==> src/rtl/hazard_scheduler.sv <==
// Issue-side scoreboard and jump-flush sequencer: stalls decode on pending operands,
// forces bubbles after a jump, counts stall cycles. Optional feature macro: PIGRO_BYPASS_EN.
module hazard_scheduler #(
    parameter int NREG      = 16,
    parameter int LAT       = 3,
    parameter int FLUSH_CYC = 2
) (
    input  logic        clk,
    input  logic        rst,
    input  logic        issue_valid,
    input  logic [3:0]  issue_ra,
    input  logic [3:0]  issue_rb,
    input  logic        issue_use_b,
    input  logic        issue_wr,
    input  logic [3:0]  issue_rd,
    input  logic        jump_req,
    input  logic [4:0]  jump_dest,
    output logic        issue_ack,
    output logic        stall,
    output logic        flush,
    output logic        redirect,
    output logic [4:0]  redirect_pc,
    output logic [15:0] busy_mask,
    output logic [15:0] stall_cnt
);

    localparam int CW = $clog2(LAT + 1);
    localparam int FW = $clog2(FLUSH_CYC + 1);
    localparam logic [CW-1:0] LAT_C   = CW'(LAT);
    localparam logic [FW-1:0] FLUSH_C = FW'(FLUSH_CYC);

    typedef enum logic {RUN = 1'b0, FLUSH = 1'b1} state_t;

    state_t          state_q, state_d;
    logic [FW-1:0]   fcnt_q, fcnt_d;
    logic [CW-1:0]   cnt_q [NREG];
    logic [CW-1:0]   cnt_d [NREG];
    logic            redirect_q, redirect_d;
    logic [4:0]      redirect_pc_q, redirect_pc_d;
    logic [15:0]     busy_q, busy_d;
    logic [15:0]     stall_cnt_q, stall_cnt_d;
    logic            busy_a_s, busy_b_s, hz_s, run_s, stall_s, ack_s;

    // Operand hazard detection and the combinational handshake.
    always_comb begin
`ifdef PIGRO_BYPASS_EN
        // Forwarding covers everything except a producer still sitting in EX.
        busy_a_s = (cnt_q[issue_ra] == LAT_C);
        busy_b_s = (cnt_q[issue_rb] == LAT_C);
`else
        busy_a_s = (cnt_q[issue_ra] != {CW{1'b0}});
        busy_b_s = (cnt_q[issue_rb] != {CW{1'b0}});
`endif
        hz_s    = busy_a_s | (issue_use_b & busy_b_s);
        run_s   = (state_q == RUN) & rst;
        stall_s = issue_valid & hz_s & run_s;
        ack_s   = issue_valid & ~hz_s & run_s;
    end

    // Flush sequencer next-state and redirect capture.
    always_comb begin
        state_d       = state_q;
        fcnt_d        = fcnt_q;
        redirect_d    = 1'b0;
        redirect_pc_d = redirect_pc_q;
        case (state_q)
            RUN: begin
                if (ack_s & jump_req) begin
                    state_d       = FLUSH;
                    fcnt_d        = FLUSH_C;
                    redirect_d    = 1'b1;
                    redirect_pc_d = jump_dest;
                end else begin
                    fcnt_d = {FW{1'b0}};
                end
            end
            FLUSH: begin
                if (fcnt_q <= FW'(1)) begin
                    state_d = RUN;
                    fcnt_d  = {FW{1'b0}};
                end else begin
                    fcnt_d = fcnt_q - FW'(1);
                end
            end
            default: begin
                state_d = RUN;
                fcnt_d  = {FW{1'b0}};
            end
        endcase
    end

    // Scoreboard countdown; an accepted jump never claims its destination.
    always_comb begin
        busy_d = 16'h0000;
        for (int r = 0; r < NREG; r++) begin
            if (ack_s & issue_wr & ~jump_req & (issue_rd == 4'(r))) begin
                cnt_d[r] = LAT_C;
            end else if (cnt_q[r] != {CW{1'b0}}) begin
                cnt_d[r] = cnt_q[r] - CW'(1);
            end else begin
                cnt_d[r] = {CW{1'b0}};
            end
            busy_d[r] = (cnt_d[r] != {CW{1'b0}});
        end
    end

    // Saturating stall counter.
    always_comb begin
        if (stall_s && (stall_cnt_q != 16'hFFFF)) begin
            stall_cnt_d = stall_cnt_q + 16'd1;
        end else begin
            stall_cnt_d = stall_cnt_q;
        end
    end

    // State registers.
    always_ff @(posedge clk or negedge rst) begin
        if (!rst) begin
            state_q       <= RUN;
            fcnt_q        <= {FW{1'b0}};
            redirect_q    <= 1'b0;
            redirect_pc_q <= 5'd0;
            busy_q        <= 16'h0000;
            stall_cnt_q   <= 16'h0000;
            for (int r = 0; r < NREG; r++) begin
                cnt_q[r] <= {CW{1'b0}};
            end
        end else begin
            state_q       <= state_d;
            fcnt_q        <= fcnt_d;
            redirect_q    <= redirect_d;
            redirect_pc_q <= redirect_pc_d;
            busy_q        <= busy_d;
            stall_cnt_q   <= stall_cnt_d;
            for (int r = 0; r < NREG; r++) begin
                cnt_q[r] <= cnt_d[r];
            end
        end
    end

    assign issue_ack   = ack_s;
    assign stall       = stall_s;
    assign flush       = (state_q == FLUSH);
    assign redirect    = redirect_q;
    assign redirect_pc = redirect_pc_q;
    assign busy_mask   = busy_q;
    assign stall_cnt   = stall_cnt_q;

endmodule

==> config.mk <==
export PLATFORM = sky130hd
export DESIGN_NAME = hazard_scheduler
export DESIGN_NICKNAME = d
export VERILOG_FILES = /design/src/rtl/hazard_scheduler.sv
export SDC_FILE = /design/constraint.sdc
export NUM_CORES = 1
export LEC_CHECK = 0
export BUFFER_PORTS_ARGS = -buffer_cell sky130_fd_sc_hd__buf_2
export CAP_MARGIN = 20
export CORE_ASPECT_RATIO = 0.7
export CORE_MARGIN = 5
export CORE_UTILIZATION = 39
export DETAILED_ROUTE_END_ITERATION = 8
export PLACE_DENSITY_LB_ADDON = 0.25
export SLEW_MARGIN = 25
export SYNTH_ARGS = -nofsm -noshare
export SYNTH_HDL_FRONTEND = slang
export SYNTH_SLANG_ARGS = --single-unit
==> constraint.sdc <==
create_clock -name clk -period 5.5 [get_ports clk]
set_input_delay 0 -clock clk [delete_from_list [all_inputs] [get_ports clk]]
set_output_delay 0 -clock clk [all_outputs]
set_load 0.05 [all_outputs]
---- Word level (Yosys, flattened, before mapping) ----
Cells that the tools add are included.
word-level totals
  register bits after elaboration ......... 73
  word-level logic and storage cells ...... 172
  bits of input ports ..................... 23
operators by class
  bitwise logic cells ..................... 31
  add/subtract/negate cells ............... 18
  $lt $le $gt $ge ......................... 3
  multiplexer cells ....................... 45
  reductions and logical operators ........ 37
  equal/unequal tests ..................... 16
operators by type and width
  operator                 number
  $mux W2                  38
  $reduce_bool A2 Y1       34
  $sub A2 B1 Y2 const B    17
  $eq A4 B4 Y1 const B     8
  $and A1 B1 Y1            25
  $add A16 B1 Y16 const B  1
  $bmux W2 S4              2
  $eq A4 B3 Y1 const B     4
  $ne A16 B16 Y1 const B   1
  $ge A5 B5 Y1 const B     2
  $not A4 Y5               2
  $eq A4 B2 Y1 const B     2
  $eq A4 B1 Y1 const B     1
  $logic_not A4 Y1         1
  $pmux W2 S2              1
  $mux W1                  3
  $not A1 Y1               3
  $le A2 B1 Y1 const B     1
  $pmux W1 S2              1
  $reduce_and A2 Y1        1
  $logic_and A1 B1 Y1      1
  $or A1 B1 Y1             1

---- Longest topological paths before layout ----
Gate-level depths: netlist (run 1).
  depth in word-level cells ............... 15
  mapped depth ............................ 10

---- Worst setup path after synthesis (run 1) ----
Ideal clock, no wire load.
  path type ............................... register -> register
  start ................................... register cnt_q[12] (netlist name)
  end ..................................... register busy_q[1], in the netlist busy_mask[1]
  setup slack ............................. 3.157 ns
  period minus slack after synthesis ...... 2.343 ns
  stages on the path, launching flop included .. 9
  setup time .............................. 0.066 ns
  arrival time ............................ 2.277 ns
  cells stage by stage .................... dfrtp_1 or3_1 o311a_1 o41ai_2 a31oi_1 a21oi_2 and2_1 clkbuf_1 a31o_2
between the ends
  word-level cells in the longest chain between the ends .. 14
ends and longest elaborated chain
  what                                         line  text
  from (decl)                                  36    logic [CW-1:0] cnt_q [NREG];
  from (signal, indexed assignment)            126   cnt_q[r] <= {CW{1'b0}};
  from (signal, indexed assignment)            136   cnt_q[r] <= cnt_d[r];
  $bmux W2 S4                                  52    busy_b_s = (cnt_q[issue_rb] != {CW{1'b0}});
  $mux W2 (not written as such) (2 in series)  52
  $reduce_bool A2 Y1                           52
  $and A1 B1 Y1                                54    hz_s = busy_a_s | (issue_use_b & busy_b_s);
  $or A1 B1 Y1 (*)                             54
  $not A1 Y1 (*)                               57    ack_s = issue_valid & ~hz_s & run_s;
  $and A1 B1 Y1 (*) (2 in series)              57
  net issue_ack                                18    output logic issue_ack,
  $and A1 B1 Y1 (*) (3 in series)              96    if (ack_s & issue_wr & ~jump_req & (issue_rd == 4'(r))) begin
  $mux W2 (*)                                  96
  $reduce_bool A2 Y1 (*)                       103   busy_d[r] = (cnt_d[r] != {CW{1'b0}});
  net busy_d[1]                                40    logic [15:0] busy_q, busy_d;
  to (signal assigned)                         133   busy_q <= busy_d;
  to (decl)                                    40
Mark *: on every way through the listed nets, which the timed path passes. The rest lies on a longest branch. The select of a mux whose other input is x is not followed.
A chain may end at the register's enable or synchronous reset.

---- Worst setup path in the final report (run 1) ----
  start ................................... register cnt_q[12] (netlist name)
  end ..................................... output port issue_ack
between the ends
  word-level cells in the longest chain between the ends .. 9
ends and longest elaborated chain
  what                                         line
  $bmux W2 S4                                  52
  $mux W2 (not written as such) (2 in series)  52
  $reduce_bool A2 Y1                           52
  $and A1 B1 Y1                                54
  $or A1 B1 Y1 (*)                             54
  $not A1 Y1 (*)                               57
  $and A1 B1 Y1 (*) (2 in series)              57
  to (decl)                                    18
Mark *: on every way between the ends. The rest lies on a longest branch, timed or not. The select of a mux whose other input is x is not followed.

==> run_results.csv, run 1 <==
group,metric,value,unit
route,vias_per_cell,5.14,
worst_setup_path,slowest_delay,0.40,ns
worst_setup_path,crit_fanout,29,
sta,rsz0062_at_grt,"false",
cells_and_area,drive_gt1_share,27.9,%
die,io_pins,64,
power,leakagePower,0.00196,µW
synth,ys_seq_elements,73,
power,power_density,357,nW/µm²
cells_and_area,nets,403,
worst_setup_path,crit_buf_inv,2,
die,die_x,120,µm
route,drt_pre_antenna_iters,4,
synth,synthTopCellsByArea,"dfrtp_1 (55%), o21ai_0 (4.4%), nand2_1 (3.4%)",
cells_and_area,syn_to_final_growth,23.1,%
cts,cts_sinks,73,
worst_setup_path,critPathTopFamily,"simple AND/OR/NAND/NOR gates",
global_route,antenna_found_initial,0,
worst_setup_path,slowest_stage,"dfrtp_1",
worst_setup_path,path_cells,"or3_1 > o311a_1 > o41ai_2 > a31oi_1 > a21oi_2 > buf_4 > and2_1 > buf_2",
cts,root_buffer,"clkbuf_16",
route,via_count,2512,
worst_setup_path,crit_type,"flop to output port",
synth,yosys_warnings,0,
cts,cts.clk_slew.worst_paths,0.06,ns
die,die-area,10500,µm²
worst_setup_path,startpoint_type,"flop",
worst_setup_path,crit_required,5.50,ns
die,row_count,28,
cts,clockBufferDepth,2,
min_path,min_path_type,"input pin to flop",
cts,cts_made_buffers,9,
worst_setup_path,cp.arrival,2.67,ns
sta,fin_crit,2.67,ns
flow_run,maxCapViolCount,0,
placement,dp_slack,2.85,ns
die,start_util,39.7,%
synth,synth.top_cells.by_count,"dfrtp_1 (73), nand2_1 (30), o21ai_0 (29), inv_1 (23), nor2_1 (19)",
sta,finalSetupTns,0,ns
sta,timing.fmax,374,MHz
global_route,grt-ovfl-total,0,
route,drt_iter0_drc,167,
cells_and_area,design_area,4100,µm²
route,route.detailed.drc,0,
sta,worst_slew_margin_rel,40.9,%
synth,yosysTopAreaCell,"dfrtp_1",
global_route,first_global_vias,2497,
sta,finalCritPeriodShare,48.6,%
route,routedWlPerCell,15.2,µm
placement,dpl_cell_area,3710,µm²
synth,syn_nets,336,
placement,hpwl,5.22,mm
route,drtAntennaViolNets,0,
route,drt_wl_total,7.41,mm
worst_setup_path,crit_path_end_kind,"output port",
cts,cts_tree,"yes",
synth,ys.flop_type,"dfrtp_1",
placement,globalplace.congestion,0.798,
sta,worstMarginPinSlew,0.887,ns
synth,synth_edf_count,0,
global_route,grt_max_degree,75,
sta,fin_worst_skew,0.00599,ns
sta,hold_violations,0,
synth,ys_async_sr_fraction,100,%
die,coreArea,8370,µm²
cts,cts.repair.resized,0,
sta,slew_violations,0,
cells_and_area,n_antenna_cell,0,
cts,clock_latency,0.33,ns
synth,syn_area,3330,µm²
cts,htree_levels,3,
synth,synth.distinct_cells,43,
cells_and_area,fin_cells,489,
placement,placedCellCount,467,
synth,synthCells,312,
synth,yosysMostFrequentCell,"dfrtp_1",
synth,synth_top_area_share,54.9,%
synth,syn-mean-instance-area,10.7,µm²
synth,yosysSeqAreaShare,54.9,%
sta,fin_ws,2.83,ns
die,die_y,87.3,µm
global_route,grt_usage,15.3,%
outcome,status,"finished clean",
power,ir_drop,0.183,mV
sta,setup_viol,0,
global_route,grt_pass1_wl,12.5,mm
placement,port_buffers,63,
routing by layer:
metal / vias up / routed length [µm] / GRT usage [%]
li1: 1237 / - / -
met1: 1213 / 3860 / 22.1
met2: 56 / 3100 / 21.6
met3: 6 / 365 / 5.52
met4: 0 / 84 / 4.73
met5: - / 0 / 0
worst reg2reg max path, delay by kind of cell (launching register included):
kind,cells,cell delay [ns]
compound gates,1,0.72
fa+ha+maj,1,0.22
flops,1,0.41
mux,1,0.32
simple gates,4,0.77
layout by cell type (no fill, tap or decap), drive strengths merged, types with 5 or more instances in the layout:
cell         Yosys  routed
and3             7       7
xor2             7       7
nor3b           10      10
clkbuf           5      10
mux2             7       7
buf              9      64
o22ai           13      13
dlygate4sd3      0       6
nand2           30      30
dfrtp           73      73
a21oi            9       9
nand3           12      12
nand3b           5       5
o21ai           29      29
inv             23      24
nor2            19      19
nor3            13      13
a31o             6       6
xnor2            7       7
cell families (layout without fill, tap and decap cells):
logic type	after synthesis	in the layout	share of synthesized area (%)
DFF	73	73	54.9
adders and majority gates	1	1	0.376
and+or+nand+nor	109	109	18.6
AOI/OAI and AO/OA	69	69	13.2
muxes	9	9	4.29
xor gates and xnor gates	14	14	3.68
buffers and inverters	37	109	4.92
report_power, final:
group	internal [µW]	switching, µW	total, µW
Sequential	567	25.0	592
Combinational	73.7	177	251
Clock	399	220	619
area by class of cell:
| cell class | instances | area (µm²) |
|---|---|---|
| well taps | 105 | 131 |
| clock buffers | 10 | 229 |
| fillers | 764 | 4280 |
| inverters | 23 | 86.3 |
| repair buffers | 70 | 389 |
| clock inverters | 6 | 91.3 |
| multi-input cells | 202 | 1340 |
| flip-flops and latches | 73 | 1830 |
flip-flops by register name, summed over array words and instances (netlist names):
| signal | cells |
|---|---|
| busy_mask | 16 |
| cnt_q | 32 |
| stall_cnt | 16 |
| flush | 1 |
| redirect_pc | 5 |
| redirect | 1 |
| fcnt_q | 2 |
final timing paths:
path	start	to	slack, ns	cells past startpoint
setup / recovery	cnt_q[12]	issue_ack	2.83	8
hold / removal	jump_req	redirect	0.02	3
setup reg to reg	stall_cnt[0]	stall_cnt[1]	2.95	7
hold reg to reg	fcnt_q[0]	fcnt_q[0]	0.43	1
max in group asynchronous	rst	busy_mask[15]	4.77	2
min in group asynchronous	rst	stall_cnt[2]	0.25	2
metrics by stage:
| step | util (%) | power, µW | hold WS, ns |
|---|---|---|---|
| after CTS | 48.8 | 1480 | 0.0145 |
| after floorplan | - | 783 | -0.296 |
| after global routing | 48.9 | 1520 | 0.0345 |
| after global placement | 44.3 | 848 | 0.204 |
| final | 48.9 | 1460 | 0.0159 |
| after detailed placement | 44.3 | 851 | 0.207 |
what timing repair did:
| action | 4_1_cts | 5_1_grt |
|---|---|---|
| endpoints found under the setup margin | 0 | 0 |
| setup buffers | 0 | 0 |
| hold buffers | 6 | 0 |
| endpoints found under the hold margin | 78 | 0 |
Note: power is estimated with default switching activity, not from simulation.
==> run 2, diff against run 1 <==
clock period = 2.7 ns   (was 5.5 ns; I/O delays follow)
==> run_results.csv, run 2 (synthesized netlist as in run 1, its figures left out) <==
group,metric,value,unit
cts,htree_levels,3,
cells_and_area,largest_register_ffs,32,
cells_and_area,regMostFlops,"cnt_q",
worst_setup_path,crit_path_end_kind,"output port",
cells_and_area,n_antenna_cell,0,
cts,cts_made_buffers,9,
cts,cts_sinks,73,
placement,port_buffers,63,
worst_setup_path,path_cells,"or3_1 > o311a_1 > o41ai_2 > a31oi_1 > a21oi_2 > buf_12 > and2_1 > clkbuf_4",
worst_setup_path,slowest_delay,0.41,ns
global_route,grt-ovfl-total,0,
cts,cts.clk_slew.worst_paths,0.06,ns
sta,slew_violations,0,
cells_and_area,final_common_cell,"dfrtp_1",
placement,placedCellCount,470,
route,vias_per_cell,5.06,
flow_run,maxCapViolCount,0,
cts,clockBufferDepth,2,
global_route,grt_max_degree,74,
route,route.detailed.drc,0,
sta,finalSetupTns,0,ns
die,io_pins,64,
cts,root_buffer,"clkbuf_16",
placement,dp_slack,0.425,ns
sta,fin_worst_skew,0.00708,ns
worst_setup_path,critPathTopFamily,"compound AO/OA/AOI/OAI gates",
worst_setup_path,crit_type,"flop to output port",
die,die_y,87.3,µm
die,row_count,28,
die,die-area,10500,µm²
die,die_x,120,µm
global_route,grt_pass1_wl,12.7,mm
worst_setup_path,cp.arrival,2.54,ns
cells_and_area,syn_to_final_growth,23.5,%
cells_and_area,fin_cells,492,
outcome,status,"finished clean",
worst_setup_path,crit_fanout,29,
power,power_density,705,nW/µm²
worst_setup_path,crit_buf_inv,2,
die,start_util,39.7,%
placement,globalplace.congestion,0.778,
global_route,antenna_found_initial,0,
min_path,min_path_type,"input pin to flop",
route,drt_pre_antenna_iters,4,
global_route,first_global_vias,2549,
route,routedWlPerCell,15.3,µm
worst_setup_path,slowest_stage,"dfrtp_1",
die,coreArea,8370,µm²
sta,worstMarginPinSlew,0.667,ns
cts,clock_latency,0.33,ns
route,drtAntennaViolNets,0,
sta,fin_ws,0.155,ns
cells_and_area,nets,406,
sta,rsz0062_at_grt,"false",
route,drt_wl_total,7.51,mm
sta,finalCritPeriodShare,94.2,%
cts,cts_tree,"yes",
worst_setup_path,startpoint_type,"flop",
sta,worst_slew_margin_rel,55.5,%
sta,timing.fmax,393,MHz
power,ir_drop,0.330,mV
sta,setup_viol,0,
sta,hold_violations,0,
sta,fin_crit,2.54,ns
power,leakagePower,0.00196,µW
route,via_count,2488,
route,drt_iter0_drc,150,
placement,hpwl,5.30,mm
cells_and_area,drive_gt1_share,28.4,%
worst_setup_path,crit_required,2.70,ns
global_route,grt_usage,15.4,%
cells_and_area,fillers,769,
cells_and_area,layout_common_cells,"dfrtp_1 (73), buf_2 (61), nand2_1 (30)",
cells_and_area,fin_util,49.1,%
## run 2: cell types whose count changed in the layout (fill, tap and decap cells not counted), moves of 2 or more
cell        change
bufinv_16       -2
clkbuf_8        +4
clkinvlp_4      +3
clkinv_4        -2
buf_4           +2
## run 2: where the power goes
group / internal (µW) / leakage, µW / switching [µW]
registers: 1160 / 0.000997 / 51.1
clock network: 722 / 0.000140 / 447
logic: 157 / 0.000826 / 364
total: 2040 / 0.00196 / 862
## run 2: stage by stage
stage	hold WS, ns	power, µW	instance area (µm²)
after floorplan	-0.296	1590	3330
after global placement	0.230	1740	3740
after detailed placement	0.238	1740	3740
after CTS	0.00808	2930	4110
after global routing	0.0275	3020	4110
final	0.0130	2900	4110
## run 2: worst paths after layout
path                            from             end  slack [ns]  cells past startpoint
setup / recovery           cnt_q[12]       issue_ack        0.16                      8
hold / removal              jump_req        redirect        0.01                      3
setup reg to reg           cnt_q[12]   busy_mask[15]        0.40                      8
hold reg to reg            fcnt_q[0]       fcnt_q[0]        0.42                      1
max in group asynchronous        rst  redirect_pc[4]        1.88                      3
min in group asynchronous        rst    stall_cnt[3]        0.35                      3
## run 2: layout make-up
| type | count | area [µm²] | share of cell area, % |
|---|---|---|---|
| well taps | 105 | 131 | 3.20 |
| clock inverters | 3 | 22.5 | 0.548 |
| repair buffers | 73 | 427 | 10.4 |
| clock buffers | 13 | 280 | 6.82 |
| flip-flops and latches | 73 | 1830 | 44.4 |
| multi-input cells | 202 | 1340 | 32.5 |
| inverters | 23 | 86.3 | 2.10 |
## run 2: routing by layer
layer | up-vias | track usage (%) | part of all wire [%]
met3 | 11 | 4.94 | 5.8
li1 | 1239 | - | -
met2 | 56 | 22.8 | 42
met4 | 0 | 5.25 | 1.4
met1 | 1182 | 21.4 | 50
met5 | - | 0 | 0
## run 2: worst min-delay path: cells and delay by family
family / cells / cell delay (ns)
buffers and inverters: 2 / 0.18
AND/OR/NAND/NOR: 1 / 0.13
## run 2: timing repair
action,in CTS,in global routing
gates resized for setup,0,1
hold buffers,6,0
setup buffers,0,0
hold endpoints to repair,78,0
setup endpoints to repair,0,1
==> run 3, diff against run 2 <==
CORE_UTILIZATION = 50   (was 39)
PLACE_DENSITY = 0.76   (was not set)
PLACE_DENSITY_LB_ADDON = not set   (was 0.25)
==> run_results.csv, run 3 (synthesized netlist as in run 1, its figures left out) <==
group,metric,value,unit
power,power_density,662,nW/µm²
die,die_x,108,µm
placement,port_buffers,63,
sta,setup_viol,0,
flow_run,maxCapViolCount,0,
placement,globalplace.congestion,0.827,
cts,cts_setup_buffers,0,
cells_and_area,final_common_cell,"dfrtp_1",
sta,finalCritPeriodShare,94.5,%
cells_and_area,nets,407,
worst_setup_path,slowest_stage,"dfrtp_1",
worst_setup_path,startpoint_type,"flop",
cts,htree_levels,3,
worst_setup_path,slowest_delay,0.41,ns
power,comb_power_share,19.4,%
cells_and_area,layout_common_cells,"dfrtp_1 (73), buf_2 (62), nand2_1 (30)",
global_route,grt_usage,18.6,%
cts,cts.clk_slew.worst_paths,0.08,ns
sta,hold_violations,0,
sta,worst_slew_margin_rel,38.8,%
power,p_clk_share,35.1,%
global_route,grt_max_degree,74,
cells_and_area,largest_register_ffs,32,
min_path,min_path_type,"input pin to flop",
route,drt_pre_antenna_iters,4,
route,routedWlPerCell,15.2,µm
power,seqPwrFrac,45.5,%
route,drt_wl_total,7.29,mm
sta,finalSetupTns,0,ns
min_path,holdPathStages,4,
global_route,grt_pass1_wl,12.3,mm
global_route,antenna_found_initial,0,
cells_and_area,n_antenna_cell,0,
worst_setup_path,crit_type,"flop to output port",
cts,cts_made_buffers,9,
worst_setup_path,cp.arrival,2.55,ns
die,start_util,52.5,%
die,die-area,8410,µm²
global_route,first_global_vias,2505,
cts,clock_latency,0.35,ns
power,leakagePower,0.00193,µW
die,coreArea,6340,µm²
cts,root_buffer,"clkbuf_8",
worst_setup_path,crit_path_end_kind,"output port",
cells_and_area,regMostFlops,"cnt_q",
sta,timing.fmax,392,MHz
route,via_count,2545,
global_route,grt-ovfl-total,0,
die,row_count,24,
sta,fin_worst_skew,0.00670,ns
cells_and_area,drive_gt1_share,28.9,%
sta,rsz0062_at_grt,"false",
worst_setup_path,rrSetupSlack,0.35,ns
die,io_pins,64,
worst_setup_path,reg2reg_depth,8,
cts,cts_tree,"yes",
cts,clockBufferDepth,2,
worst_setup_path,crit_fanout,23,
route,route.detailed.drc,0,
outcome,status,"finished clean",
route,drt_iter0_drc,101,
power,p_int,1830,µW
cells_and_area,syn_to_final_growth,20.4,%
route,vias_per_cell,5.31,
power,ir_drop,0.475,mV
die,die_y,78.3,µm
worst_setup_path,path_cells,"or3_1 > o311a_1 > o41ai_2 > a31oi_1 > a21oi_2 > buf_4 > and2_2 > clkbuf_4",
power,switching_share,31.2,%
placement,hpwl,5.19,mm
sta,fin_crit,2.55,ns
worst_setup_path,crit_required,2.70,ns
sta,worstMarginPinSlew,0.918,ns
route,drtAntennaViolNets,0,
cts,cts_sinks,73,
power,switchingPower,827,µW
sta,holdWs,0.0588,ns
sta,slew_violations,0,
run 3: cell count changes in the layout (fill, tap and decap cells not counted), sizes merged:
cell,change
clkbuf,-4
clkinv,+4
bufinv,+2
clkinvlp,-2
dlygate4sd3,+1
run 3: final timing paths:
check	from	end
min in group asynchronous	rst	redirect_pc[2]
max	cnt_q[12]	issue_ack
min	issue_rd[2]	cnt_q[14]
min reg2reg	fcnt_q[0]	fcnt_q[0]
max in group asynchronous	rst	stall_cnt[3]
max reg2reg	cnt_q[12]	busy_mask[9]
run 3: final cells by class:
cell class / count / area, µm²
repair buffers: 74 / 418
well taps: 91 / 114
flip-flops and latches: 73 / 1830
fillers: 535 / 2330
inverters: 23 / 86.3
clock inverters: 7 / 95.1
multi-input cells: 202 / 1340
clock buffers: 9 / 124
run 3: per-stage QoR:
step / setup WS (ns) / utilization (%) / total power [µW] / instance area [µm²] / cells
finish: 0.147 / 63.3 / 2650 / 4010 / 479
detailed placement: 0.341 / 58.6 / 1740 / 3710 / 456
floorplan: 0.357 / - / 1590 / 3330 / 312
CTS: 0.0576 / 63.1 / 2680 / 4000 / 479
global placement: 0.452 / 58.6 / 1730 / 3710 / 456
global route: 0.0275 / 63.3 / 2760 / 4010 / 479
run 3: worst max-delay path: cells and delay by family, from the launching register on:
kind                   cells  cell delay, ns
buffers and inverters      2            0.53
flip-flops                 1            0.41
AO/OA/AOI/OAI              4            0.63
AND/OR/NAND/NOR            2            0.64
run 3: metal layers:
metal | GRT usage, % | vias to the layer above | part of all wire (%)
met5 | 0 | - | 0
met4 | 5.67 | 0 | 1.2
met3 | 5.98 | 11 | 5.5
met2 | 27.5 | 59 | 44
met1 | 26.4 | 1236 | 49
li1 | - | 1239 | -
run 3: what timing repair did:
action,4_1_cts,5_1_grt
gates resized for setup,0,2
hold buffers,7,0
hold endpoints to repair,80,0
setup endpoints to repair,0,1
run 3: power by group through the flow:
stage / clock (µW) / sequential [µW] / combinational (µW)
2_1_floorplan: 0 / 1430 / 165
3_3_place_gp: 0 / 1230 / 502
3_5_place_dp: 0 / 1230 / 510
4_1_cts: 953 / 1210 / 517
5_1_grt: 998 / 1220 / 546
6_report: 932 / 1210 / 514
